File: config.mk
export PLATFORM = sky130hd
export DESIGN_NAME = pipeline_hazard_ctrl
export DESIGN_NICKNAME = d
export VERILOG_FILES = /design/src/rtl/pipeline_hazard_ctrl.sv
export SDC_FILE = /design/constraint.sdc
export NUM_CORES = 1
export LEC_CHECK = 0
export CAP_MARGIN = 15
export CORE_MARGIN = 5
export CORE_UTILIZATION = 25
export DETAILED_ROUTE_END_ITERATION = 12
export SYNTH_ARGS = -nofsm -noshare
export SYNTH_HDL_FRONTEND = slang
export SYNTH_SLANG_ARGS = --single-unit
File: constraint.sdc
create_clock -name i_clk -period 2.6 [get_ports i_clk]
set_input_delay 0.39 -clock i_clk [delete_from_list [all_inputs] [get_ports i_clk]]
set_output_delay 0.39 -clock i_clk [all_outputs]
set_load 0.005 [all_outputs]
File: src/rtl/pipeline_hazard_ctrl.sv
// Stall/flush/halt sequencer beside ID: hazard enables are combinational (zero latency);
// debug FSM halts DRAIN_CYCLES cycles after acceptance; stalls hold PC and IF/ID and bubble ID/EX.
module pipeline_hazard_ctrl #(
  parameter int DRAIN_CYCLES = 3,
  parameter int CNT_W        = 16
) (
  input  logic             i_clk,
  input  logic             i_rst_n,
  input  logic [4:0]       i_id_rs1,
  input  logic [4:0]       i_id_rs2,
  input  logic             i_id_uses_rs2,
  input  logic             i_id_branch,
  input  logic             i_id_taken,
  input  logic             i_id_halt,
  input  logic [4:0]       i_ex_rd,
  input  logic             i_ex_RegWrite,
  input  logic             i_ex_MemRead,
  input  logic [4:0]       i_mem_rd,
  input  logic             i_mem_MemRead,
  input  logic             i_dbg_halt_req,
  input  logic             i_dbg_step,
  input  logic             i_dbg_resume,
  input  logic             i_dbg_clr,
  output logic             o_pc_write,
  output logic             o_if_id_write,
  output logic             o_if_id_flush,
  output logic             o_id_ex_bubble,
  output logic             o_pipe_en,
  output logic             o_halted,
  output logic             o_end,
  output logic             o_step_done,
  output logic [CNT_W-1:0] o_stall_cnt
);

  localparam int DW = (DRAIN_CYCLES > 2) ? $clog2(DRAIN_CYCLES) : 1;

  typedef enum logic [1:0] {RUN, DRAIN, HALTED, STEP} state_t;

  state_t           state, state_nxt;
  logic [DW-1:0]    drain_cnt;
  logic             end_q;
  logic             step_done_q;
  logic [CNT_W-1:0] stall_cnt;

  logic ex_hit, mem_hit, ld_use, br_ex, br_mem, stall, running;

  // x0 is hardwired zero, so it never creates a dependency
  assign ex_hit  = (i_ex_rd != 5'd0) &&
                   ((i_ex_rd == i_id_rs1) || (i_id_uses_rs2 && (i_ex_rd == i_id_rs2)));
  assign mem_hit = (i_mem_rd != 5'd0) &&
                   ((i_mem_rd == i_id_rs1) || (i_id_uses_rs2 && (i_mem_rd == i_id_rs2)));
  assign ld_use  = i_ex_MemRead && ex_hit;
  assign br_ex   = i_id_branch && i_ex_RegWrite && ex_hit;
  assign br_mem  = i_id_branch && i_mem_MemRead && mem_hit;
  assign stall   = ld_use || br_ex || br_mem;
  assign running = (state == RUN) || (state == STEP);

  always_ff @(posedge i_clk or negedge i_rst_n) begin
    if (!i_rst_n) state <= RUN;
    else          state <= state_nxt;
  end

  always_comb begin
    state_nxt = state;
    case (state)
      RUN:    if (i_dbg_halt_req || (i_id_halt && !stall)) state_nxt = DRAIN;
      DRAIN:  if (drain_cnt <= DW'(1)) state_nxt = HALTED;
      HALTED: if (!end_q) begin
                if (i_dbg_resume)    state_nxt = RUN;
                else if (i_dbg_step) state_nxt = STEP;
              end
      STEP:   state_nxt = HALTED;
      default: state_nxt = RUN;
    endcase
  end

  always_comb begin
    o_pc_write     = 1'b1;
    o_if_id_write  = 1'b1;
    o_if_id_flush  = 1'b0;
    o_id_ex_bubble = 1'b0;
    o_pipe_en      = 1'b1;
    o_halted       = 1'b0;
    case (state)
      RUN, STEP: begin
        // a stalled taken branch waits to flush until its operands are ready
        o_pc_write     = !stall;
        o_if_id_write  = !stall;
        o_id_ex_bubble = stall;
        o_if_id_flush  = !stall && i_id_taken;
      end
      DRAIN: begin
        o_pc_write     = 1'b0;
        o_if_id_write  = 1'b0;
        o_id_ex_bubble = 1'b1;
      end
      HALTED: begin
        o_pc_write    = 1'b0;
        o_if_id_write = 1'b0;
        o_pipe_en     = 1'b0;
        o_halted      = 1'b1;
      end
      default: ;
    endcase
  end

  always_ff @(posedge i_clk or negedge i_rst_n) begin
    if (!i_rst_n) begin
      drain_cnt   <= '0;
      end_q       <= 1'b0;
      step_done_q <= 1'b0;
      stall_cnt   <= '0;
    end else begin
      if (state == RUN && state_nxt == DRAIN)
        drain_cnt <= DW'(DRAIN_CYCLES - 1);
      else if (state == DRAIN && drain_cnt != '0)
        drain_cnt <= drain_cnt - DW'(1);

      if ((state == RUN && i_id_halt && !stall) || (state == STEP && i_id_halt))
        end_q <= 1'b1;

      step_done_q <= (state == STEP);

      if (i_dbg_clr)
        stall_cnt <= '0;
      else if (running && stall && stall_cnt != '1)
        stall_cnt <= stall_cnt + CNT_W'(1);
    end
  end

  assign o_end       = end_q;
  assign o_step_done = step_done_q;
  assign o_stall_cnt = stall_cnt;

endmodule
==> impl_metrics.py, run 1 <==
metrics = {
    "synth": {
        "synth_fp_nets": 218,
        "yosys-top-cells-area": "dfrtp_1, xor2_1, nor2_1, ha_1, xnor2_1",
        "synth_cell_types": 39,
        "async_reset_ff_frac": 1.00,
        "syn_inst": 178,
        "synthFlopType": "dfrtp_1",
        "ys_warn_count": 0,
        "synth_top_area_cell": "dfrtp_1",
        "syn_avg_cell_area_um2": 9.00,
        "synth.cell_area_mm2": 0.00160,
        "synth_seq_area_share": 0.343,
        "synth_seq_cells": 22,
        "synth_top_area_share": 0.343,
        "synth-edff-count": 0,
    },
    "die": {
        "die_w_um": 90.1,
        "io_pins": 57,
        "die_y_um": 90.1,
        "core_area_mm2": 0.00628,
        "die-area_mm2": 0.00811,
        "initial_core_util": 0.255,
        "rows": 29,
    },
    "placed_design": {
        "gp_congestion": 0.803,
        "dp.final_hpwl_um": 3490,
        "placed_cells": 327,
        "port_buffers": 56,
    },
    "route": {
        "via_per_inst": 4.55,
        "wire_per_inst_um": 13.4,
        "vias": 1512,
        "drt_iter0_drc": 79,
        "drt_wl_total_um": 4460,
        "first_pass_iters": 4,
        "drc_errors": 0,
        "ant_nets": 0,
    },
    "setup_path": {
        "end_kind": "output port",
        "critPathBufInv": 2,
        "critPathMaxFanout": 3,
        "slowest_delay_ns": 0.31,
        "crit_arrival_ns": 2.11,
        "timing.critical_path.max_delay_family": "simple AND/OR/NAND/NOR gates",
        "critPathLaunchType": "input port",
        "reg2reg_from": "o_stall_cnt[0]",
        "crit_slowest_cell": "o32ai_4",
        "crit_top_cell": "dlygate4sd2_1",
        "crit_type": "in2out",
        "required_ns": 2.21,
        "cp-startpoint": "i_id_rs2[2]",
        "path_cells": "dlygate4sd2_1 > xor2_1 > nor4_2 > a32oi_2 > o32ai_4 > nor2_2 > and2_1 > dlygate4sd2_1",
    },
    "sta": {
        "period_minus_slack_ns": 2.50,
        "relSlewSlack": 0.791,
        "worst_pin_slew_ns": 0.313,
        "fin_crit_sh": 0.962,
        "timing.final.hold_violations": 0,
        "slew_violations": 0,
        "skew_ns": 0.0143,
        "finalSetupViolCount": 0,
        "fmax_mhz": 400,
    },
    "cts": {
        "cts_inserted_buffers": 3,
        "clkTransAtPathRegs_ns": 0.09,
        "clockBufferDepth": 2,
        "root_buffer": "clkbuf_8",
        "htreeDepth": 1,
        "clkLatencyLatePin_ns": 0.27,
        "numClockSinks": 22,
        "cts_tree": "built",
    },
    "global_route": {
        "grt_use_met1": 0.146,
        "grt_pass1_wl_um": 7780,
        "grt_pass1_vias": 1614,
        "busiest_layer": "met2",
        "grt_overflow_total": 0,
        "grt_max_degree": 23,
        "grt_util_met3": 0.0242,
        "antenna_found_initial": 0,
        "use_met2": 0.191,
        "grt_use_total": 0.113,
    },
    "layout": {
        "stdcell_count": 332,
        "area.growth.synth_to_final_pct": 57.1,
        "diodes": 0,
        "fin_nets": 296,
        "layout-drive-gt1-share": 0.161,
        "final_util": 0.401,
    },
    "power_and_ir_drop": {
        "power_density_mw_per_mm2": 550,
        "ir_drop_mv": 0.222,
        "leakage_nw": 1.11,
    },
    "min_path": {
        "hold_path.class": "in2async",
    },
    "run_status": {
        "status": "completed",
    },
    "job": {
        "maxCapViolations": 0,
    },
}
worst reg2reg max path: cells and delay by family (launching register included):
kind / cells / cell delay, ns
adder cells (fa/ha/maj): 1 / 0.24
buffers and inverters: 1 / 0.17
flip-flops: 1 / 0.43
multiplexers: 1 / 0.35
AND/OR/NAND/NOR: 6 / 0.81
worst paths after layout:
| path | to | depth (start not counted) | slack (ns) |
|---|---|---|---|
| worst max-delay path | o_if_id_flush | 8 | 0.1 |
| worst min-delay path | o_stall_cnt[5] | 2 | 0.46 |
| worst max register to register | o_stall_cnt[10] | 9 | 0.50 |
| worst min register to register | o_end | 2 | 0.57 |
| max in group asynchronous | o_end | 2 | 1.89 |
| min in group i_clk | o_end | 2 | 0.57 |
routing by layer:
layer | vias up | part of all wire
li1 | 774 | -
met1 | 692 | 0.47
met2 | 41 | 0.48
met3 | 5 | 0.043
met4 | 0 | 0.012
met5 | - | 0
timing repair:
action                     4_1_cts  5_1_grt
cloned                           0        0
gates resized for setup         26        7
pin swaps                       10        8
setup endpoints to repair        9        6
buffers inserted                 1        0
hold buffers                     0        0
flip-flops by register name (all words and copies together) (netlist names):
register / cells
o_stall_cnt: 16
o_step_done: 1
drain_cnt: 2
o_end: 1
state: 2
synth_stat cells, types with 2 or more instances:
cell      instances
nor3_1            5
o221ai_1          2
xnor2_1           7
o21ai_0           2
or4_1             4
inv_1             8
nand2_1          11
and2_1            2
buf_4             2
o31ai_1           2
nand3_1           8
mux2_1            3
nor2b_1           5
a21o_1            2
xor2_1           23
nor4_1            2
a32oi_1           2
dfrtp_1          22
nand4_1           4
ha_1              7
and4_1            2
a21oi_1           9
nor2_1           26
o21ai_1           3
layout make-up:
type,count,area (µm²)
fillers,638,3760
repair buffers,77,711
multi-input cells,144,1060
clock inverters,1,30.0
flip-flops and latches,22,551
well taps,77,96.3
inverters,8,30.0
clock buffers,3,41.3
stage by stage:
stage,power [mW],setup WS [ns],hold slack [ns],TNS [ns],area (µm²)
final,1.38,0.0996,0.464,0,2520
after detailed placement,1.08,-0.425,0.557,-4.08,2390
after CTS,1.39,0.0311,0.475,0,2490
after floorplan,0.773,0.428,0.0944,0,1600
after global routing,1.49,-0.00533,0.505,-0.00533,2520
after global placement,1.08,-0.387,0.558,-3.32,2390
report_power, final:
group / internal, mW / switching (mW)
combinational: 0.304 / 0.333
sequential: 0.379 / 0.0399
clock: 0.206 / 0.123
total: 0.889 / 0.495
cells by family after synthesis:
family                     after synthesis  synth area share
and+or+nand+nor                         79             0.272
xor gates and xnor gates                30             0.164
AOI/OAI and AO/OA                       24             0.105
DFF                                     22             0.343
buffers and inverters                   12            0.0328
adders and majority gates                7            0.0546
muxes                                    4            0.0273
cell usage in the layout (no fill, tap or decap), types with 3 or more instances in the layout:
cell and instances:
a21oi_1 8, buf_4 20, clkbuf_8 3, clkdlybuf4s50_1 35, dfrtp_1 22, dlygate4sd2_1 17
dlymetal6s2s_1 4, ha_1 7, inv_1 8, mux2_1 3, nand2_1 11, nand3_1 8
nand4_1 4, nor2_1 24, nor2b_1 5, nor3_1 4, or4_1 4, xnor2_1 6
xor2_1 21
Note: power is estimated with default switching activity, not from simulation.
==> run 2: changes to the inputs <==
--- a/config.mk
+++ b/config.mk
@@ -6,9 +6,10 @@
 export NUM_CORES = 1
 export LEC_CHECK = 0
 export CAP_MARGIN = 15
-export CORE_MARGIN = 5
+export CORE_MARGIN = 3
 export CORE_UTILIZATION = 25
 export DETAILED_ROUTE_END_ITERATION = 12
+export GPL_TIMING_DRIVEN = 0
 export SYNTH_ARGS = -nofsm -noshare
 export SYNTH_HDL_FRONTEND = slang
 export SYNTH_SLANG_ARGS = --single-unit
==> run 2 against run 1 <==
Net effect:
- clock power fell by 25%
- routed wire length decreased by 3.9%
- design area fell by 5.8%
- non-clock buffer count fell by 12
- global-route usage increased by 0.37 points
- combinational power is 3% lower
- worst hold slack improved by 0.072 ns
- clock-buffer cell count grew 1
- sequential power hardly changed
- critical path type unchanged
- largest cell class unchanged
==> impl_metrics.py, run 2 (synthesis gave the netlist of run 1 again) <==
metrics = {
    "run_status": {
        "status": "completed",
    },
    "route": {
        "first_pass_iters": 4,
        "wire_per_inst_um": 13.5,
        "vias": 1501,
        "ant_nets": 0,
        "drt_iter0_drc": 58,
        "drc_errors": 0,
        "via_per_inst": 4.72,
        "drt_wl_total_um": 4290,
    },
    "layout": {
        "mostFrequentLayoutCells": "clkdlybuf4s50_1, nor2_1, xor2_1",
        "final_common_cell": "clkdlybuf4s50_1",
        "diodes": 0,
        "final_area_mm2": 0.00237,
        "fillers": 635,
        "multi_input_area_mm2": 0.00106,
        "final_util": 0.392,
        "ff_latch_area_um2": 551,
        "stdcell_count": 318,
        "largest_reg_flops": 16,
        "layout-drive-gt1-share": 0.128,
        "fin_nets": 284,
        "area.growth.synth_to_final_pct": 48.1,
    },
    "die": {
        "core_area_mm2": 0.00606,
        "initial_core_util": 0.264,
        "die-area_mm2": 0.00741,
        "die_y_um": 86.1,
        "rows": 28,
        "io_pins": 57,
        "die_w_um": 86.1,
    },
    "global_route": {
        "grt_max_degree": 23,
        "grt_pass1_wl_um": 7020,
        "grt_pass1_vias": 1509,
        "antenna_found_initial": 0,
        "grt_overflow_total": 0,
        "grt_use_total": 0.117,
    },
    "power_and_ir_drop": {
        "power_density_mw_per_mm2": 544,
        "p_switching_mw": 0.477,
        "leakage_nw": 1.00,
        "power.total_mw": 1.29,
        "swShare": 0.370,
        "intPower_mw": 0.813,
        "seq_power_share": 0.327,
        "combPwrFrac": 0.481,
        "ir_drop_mv": 0.354,
        "p_clk_frac": 0.192,
    },
    "setup_path": {
        "crit_arrival_ns": 2.11,
        "critPathLaunchType": "input port",
        "end_kind": "output port",
        "required_ns": 2.21,
        "critPathMaxFanout": 3,
        "crit_type": "in2out",
    },
    "cts": {
        "numClockSinks": 22,
        "clkLatencyLatePin_ns": 0.26,
        "cts_inserted_buffers": 3,
        "clkTransAtPathRegs_ns": 0.08,
        "postCtsHoldBufs": 0,
        "cts_tree": "built",
        "htreeDepth": 1,
        "root_buffer": "clkbuf_8",
        "clockBufferDepth": 2,
    },
    "job": {
        "maxCapViolations": 0,
    },
    "sta": {
        "timing.final.hold_violations": 0,
        "hold_ws_ns": 0.536,
        "fin_crit_sh": 0.961,
        "fin_ws_ns": 0.102,
        "fmax_mhz": 400,
        "relSlewSlack": 0.336,
        "skew_ns": 0.00286,
        "setup_tns_ns": 0,
        "finalSetupViolCount": 0,
        "slew_violations": 0,
        "grt_setup_unrepaired": "false",
        "worst_pin_slew_ns": 0.993,
        "period_minus_slack_ns": 2.50,
    },
    "min_path": {
        "hold_path.class": "in2reg",
    },
    "placed_design": {
        "gp_congestion": 0.825,
        "dp.final_hpwl_um": 3240,
        "placed_cells": 308,
        "dp_slack_ns": -0.754,
        "port_buffers": 55,
        "placed_area_mm2": 0.00225,
    },
}
==> run 2: changes by cell type in the layout (fill, tap and decap cells not counted), moves of 2 or more <==
| cell | change |
|---|---|
| buf_4 | -14 |
| clkbuf_2 | +4 |
| clkdlybuf4s15_1 | +7 |
| clkdlybuf4s50_1 | -2 |
| dlygate4sd2_1 | -7 |
| dlymetal6s2s_1 | -4 |
| xor2_1 | +2 |
| xor2_2 | -2 |
==> run 2: final cells by class <==
cell class	instances	area share
timing repair buffer	61	0.237
sequential	22	0.232
multi-input combinational	144	0.445
buffer	4	0.0111
inverter	8	0.0127
clock buffer	4	0.0232
tap	75	0.0395
==> run 2: worst paths after layout <==
kind,end,slack [ns],cells past startpoint,from
hold / removal,o_stall_cnt[3],0.54,2,i_dbg_clr
min in group asynchronous,o_stall_cnt[10],0.67,1,i_rst_n
setup reg to reg,o_stall_cnt[12],0.31,6,state[0]
setup / recovery,o_if_id_flush,0.10,9,i_id_rs1[1]
hold reg to reg,o_end,0.57,2,o_end
max in group asynchronous,o_stall_cnt[14],1.33,1,i_rst_n
==> run 2: worst max-delay path: stages <==
cell             delay (ns)
clkdlybuf4s50_1        0.46
xor2_1                 0.19
nor2_1                 0.12
a32oi_2                0.08
o32ai_4                0.31
buf_6                  0.15
nor2_4                 0.03
and2_1                 0.16
clkdlybuf4s15_1        0.20
==> run 2: power groups by stage <==
| stage | clock, mW | sequential [mW] | combinational [mW] |
|---|---|---|---|
| 2_1_floorplan | 0 | 0.418 | 0.354 |
| 3_3_place_gp | 0 | 0.426 | 0.622 |
| 3_5_place_dp | 0 | 0.429 | 0.626 |
| 4_1_cts | 0.259 | 0.422 | 0.631 |
| 5_1_grt | 0.270 | 0.429 | 0.696 |
| 6_report | 0.248 | 0.422 | 0.620 |
==> run 2: per-layer routing <==
metal,track usage,share of wire
met1,0.160,0.48
met2,0.186,0.44
met3,0.0240,0.062
met4,0.0331,0.014
met5,0,0
==> run 2: repair_timing <==
| action | in CTS | in global routing |
|---|---|---|
| setup buffers | 5 | 1 |
| endpoints found under the setup margin | 6 | 3 |
| pin swaps | 9 | 4 |
| gates resized for setup | 42 | 11 |
==> run 3: changes to the inputs <==
==> constraint.sdc (replaced) <==
create_clock -name i_clk -period 2.6 [get_ports i_clk]
set_input_delay 0.39 -clock i_clk [delete_from_list [all_inputs] [get_ports i_clk]]
set_output_delay 0.39 -clock i_clk [all_outputs]
set_load 0.01 [all_outputs]
==> run 3 against run 2 <==
Net effect:
- combinational power increased by 1%
- worst hold slack about the same
- final cell count decreased by 0.31%
- design area decreased by 0.63%
- die area unchanged
- routed wire length decreased by 1.9%
- via count decreased by 0.40%
- sequential power about the same
==> impl_metrics.py, run 3 (synthesis gave the netlist of run 1 again) <==
metrics = {
    "layout": {
        "largest_reg_flops": 16,
        "multi_input_area_mm2": 0.00104,
        "area.growth.synth_to_final_pct": 47.2,
        "fin_nets": 283,
        "layout-drive-gt1-share": 0.107,
        "ff_latch_area_um2": 551,
        "final_common_cell": "clkdlybuf4s50_1",
        "fillers": 637,
        "mostFrequentLayoutCells": "clkdlybuf4s50_1, nor2_1, xor2_1",
        "diodes": 0,
    },
    "setup_path": {
        "crit_slowest_cell": "nor4_2",
        "timing.critical_path.max_delay_family": "buffers and inverters",
        "path_cells": "clkdlybuf4s15_1 > xor2_1 > nor4_2 > a32oi_2 > o32ai_4 > buf_6 > nor2_2 > buf_4 > clkdlybuf4s15_1",
        "crit_type": "in2out",
        "critPathLaunchType": "input port",
        "end_kind": "output port",
        "slowest_delay_ns": 0.34,
        "critPathBufInv": 4,
        "crit_arrival_ns": 2.15,
        "critPathMaxFanout": 4,
        "required_ns": 2.21,
        "crit_top_cell": "clkdlybuf4s15_1",
    },
    "placed_design": {
        "dp.final_hpwl_um": 3240,
        "port_buffers": 55,
        "gp_congestion": 0.825,
        "dp_slack_ns": -0.788,
    },
    "route": {
        "ant_nets": 0,
        "drc_errors": 0,
        "wire_per_inst_um": 13.3,
        "vias": 1495,
        "via_per_inst": 4.72,
        "first_pass_iters": 4,
        "drt_wl_total_um": 4200,
        "drt_iter0_drc": 48,
    },
    "global_route": {
        "grt_use_total": 0.114,
        "antenna_found_initial": 0,
        "grt_pass1_vias": 1484,
        "grt_pass1_wl_um": 6900,
        "grt_overflow_total": 0,
        "grt_max_degree": 23,
    },
    "sta": {
        "finalSetupViolCount": 0,
        "slew_violations": 0,
        "period_minus_slack_ns": 2.54,
        "fmax_mhz": 394,
        "fin_crit_sh": 0.976,
        "hold_ws_ns": 0.536,
        "worst_pin_slew_ns": 0.992,
        "grt_setup_unrepaired": "true",
        "timing.final.hold_violations": 0,
        "skew_ns": 0.00358,
        "relSlewSlack": 0.337,
        "fin_ws_ns": 0.0630,
    },
    "cts": {
        "clkTransAtPathRegs_ns": 0.08,
        "cts_inserted_buffers": 3,
        "cts_tree": "built",
        "numClockSinks": 22,
        "htreeDepth": 1,
        "clkLatencyLatePin_ns": 0.26,
        "clockBufferDepth": 2,
        "root_buffer": "clkbuf_8",
    },
    "die": {
        "die-area_mm2": 0.00741,
        "initial_core_util": 0.264,
        "io_pins": 57,
        "rows": 28,
        "die_y_um": 86.1,
        "die_w_um": 86.1,
        "core_area_mm2": 0.00606,
    },
    "power_and_ir_drop": {
        "power_density_mw_per_mm2": 550,
        "leakage_nw": 1.00,
        "ir_drop_mv": 0.372,
    },
    "job": {
        "maxCapViolations": 0,
    },
    "min_path": {
        "hold_path.class": "in2reg",
    },
    "run_status": {
        "status": "completed",
    },
}
==> run 3: repair_timing <==
item                       4_1_cts  5_1_grt
pin swaps                        8        1
hold buffers                     0        0
setup buffers                    4        1
gates resized for setup         31        8
setup endpoints to repair        6        4
==> run 3: worst paths after layout <==
kind	start	endpoint	slack (ns)	cells past startpoint
max	i_mem_rd[1]	o_pc_write	0.06	9
min	i_dbg_clr	o_stall_cnt[3]	0.54	2
max reg2reg	state[0]	o_stall_cnt[12]	0.34	6
min reg2reg	o_end	o_end	0.58	2
max in group asynchronous	i_rst_n	o_stall_cnt[14]	1.33	1
min in group asynchronous	i_rst_n	o_stall_cnt[8]	0.67	1
==> run 3: area by class of cell <==
type,instances,area share
well taps,75,0.0398
multi-input cells,144,0.441
repair buffers,60,0.239
flip-flops and latches,22,0.233
clock buffers,4,0.0233
plain buffers,4,0.0111
inverters,8,0.0127
==> run 3: metrics by stage <==
stage | power [mW] | cells | TNS, ns | area, µm² | utilization
global placement | 1.08 | 308 | -5.88 | 2250 | 0.371
detailed placement | 1.08 | 308 | -5.94 | 2250 | 0.371
floorplan | 0.801 | 178 | 0 | 1600 | -
CTS | 1.32 | 316 | 0 | 2340 | 0.386
global route | 1.40 | 317 | -0.0518 | 2360 | 0.389
finish | 1.30 | 317 | 0 | 2360 | 0.389
==> run 3: layer usage <==
| metal | up-vias | wire (µm) | global-route usage |
|---|---|---|---|
| met4 | 0 | 25 | 0.0259 |
| met3 | 2 | 255 | 0.0231 |
| li1 | 753 | - | - |
| met1 | 700 | 2050 | 0.157 |
| met5 | - | 0 | 0 |
| met2 | 40 | 1870 | 0.184 |
==> run 3: report_power, final <==
group	switching, mW	internal (mW)
Clock	0.114	0.135
Sequential	0.0412	0.379
Combinational	0.339	0.287
Total	0.495	0.801
==> RTL edit (config.mk and constraints of run 3) <==
The parameter `DRAIN_CYCLES` goes from 3 to 2.
--- a/src/rtl/pipeline_hazard_ctrl.sv
+++ b/src/rtl/pipeline_hazard_ctrl.sv
@@ -2,5 +2,5 @@
 // debug FSM halts DRAIN_CYCLES cycles after acceptance; stalls hold PC and IF/ID and bubble ID/EX.
 module pipeline_hazard_ctrl #(
-  parameter int DRAIN_CYCLES = 3,
+  parameter int DRAIN_CYCLES = 2,
   parameter int CNT_W        = 16
 ) (
Formal check against the unedited RTL: not equivalent (Yosys sat finds a counterexample within 4 cycles, from zero or initial values and one cycle with i_rst_n low).
==> RTL edit against run 3 <==
- via count is 0.27% higher
- first-iteration DRC count is 52% higher
- global-route usage is 0.065 points lower
- worst setup slack better by 0.018 ns
- design area is 3.6% lower
- synthesized area is 3.0% lower
- combinational power is 8.0% lower
- clock power is 19% lower
- worst hold slack worse by 0.0033 ns
- sequential cell count is 2 lower
- utilization is 0.72 points lower
- power is 13% lower
- wire length is 2.6% lower
==> RTL edit: results (changes against run 3) <==
- Status: finished clean (unchanged)
- Multiplexer share of the synthesized area: 1.93% (was 2.73%)
- Total global-route track usage: 11.4% (about the same)
- Post-CTS setup buffers: 1 (was 4)
- Pre-CTS WS: -0.665 ns (was -0.788 ns)
- Post-route cell area: 2270 sq um (was 2360 sq um)
- Dpl cell area: 2200 sq um (was 2250 sq um)
- Avg WL per Cell: 13.3 um (about the same)
- Starting DRT DRC Count: 73 (was 48)
- Fin Clk Skew: 0.00642 ns (was 0.00358 ns)
- Commonest cells in the netlist: a21oi_1 (20), dfrtp_1 (20), xnor2_1 (20) (was nor2_1 (26), xor2_1 (23), dfrtp_1 (22), nand2_1 (11), a21oi_1 (9))
- Peak supply drop: 0.000169 V (was 0.000372 V)
- Fill count: 622 (was 637)
- Netlist cell types: 42 (was 39)
- Area contributors post-synth: dfrtp_1 (32%), xnor2_1 (11%), a21oi_1 (6.4%), ha_1 (4.8%), o31ai_1 (4.8%) (was dfrtp_1 (34%), xor2_1 (13%), nor2_1 (6.1%), ha_1 (5.5%), xnor2_1 (3.8%))
- Met1 Use GR: 16.0% (was 15.7%)
- Switching share of power: 38.5% (was 38.2%)
- Critical path peak fanout: 3 (was 4)
- WL met3: 229 um (was 255 um)
- Placed insts: 301 (was 308)
- GRT met3 Usage: 1.65% (was 2.31%)
- Vias in the first global route: 1406 (was 1484)
- Synthesized area per cell: 9.09 sq um (was 9.00 sq um)
- DP HPWL: 3210 um (was 3240 um)
- Global-route wire length before repair: 6790 um (was 6900 um)
- GP Congestion: 0.814 (was 0.825)
- Overall Power: 1.13 mW (was 1.30 mW)
- Power in the clock group: 0.201 mW (was 0.249 mW)
- Post-CTS sizing: 12 (was 31)
- Met2 usage: 18.2% (was 18.4%)
- Mapped Nets: 210 (was 218)
- Lkg Pwr: 0.898 nW (was 1.00 nW)
- XOR/XNOR Fraction of Synth Area: 11.3% (was 16.4%)
- Largest net degree at the start of global routing: 21 (was 23)
- Total wire length: 4090 um (was 4200 um)
- Worst Reg-to-Reg Cells: 10 (was 6)
- Metal1 wirelength: 1890 um (was 2050 um)
- Metal2 WL: 1950 um (was 1870 um)
- Fin nets: 273 (was 283)
- Combinational share of power: 51.1% (was 48.3%)
- Register area share after synthesis: 32.2% (was 34.3%)
- Slew @ Worst Pin: 0.923 ns (was 0.992 ns)
==> RTL edit: final timing paths <==
check | startpoint | to | slack [ns]
worst max-delay path | i_mem_rd[2] | o_pc_write | 0.08
worst min-delay path | i_dbg_clr | o_stall_cnt[0]$_DFFE_PN0P_ | 0.53
worst max register to register | o_stall_cnt[0]$_DFFE_PN0P_ | o_stall_cnt[7]$_DFFE_PN0P_ | 0.31
worst min register to register | o_end$_DFFE_PN0P_ | o_end$_DFFE_PN0P_ | 0.55
max in group asynchronous | i_rst_n | o_end$_DFFE_PN0P_ | 1.38
min in group asynchronous | i_rst_n | o_stall_cnt[1]$_DFFE_PN0P_ | 0.65
==> RTL edit: final cells by class <==
type / count / share of cell area [%]
buffer: 8 / 2.31
timing repair buffer: 59 / 25.8
multi-input combinational: 137 / 43.1
inverter: 5 / 0.825
tap: 75 / 4.13
sequential: 20 / 22.0
clock buffer: 3 / 1.82
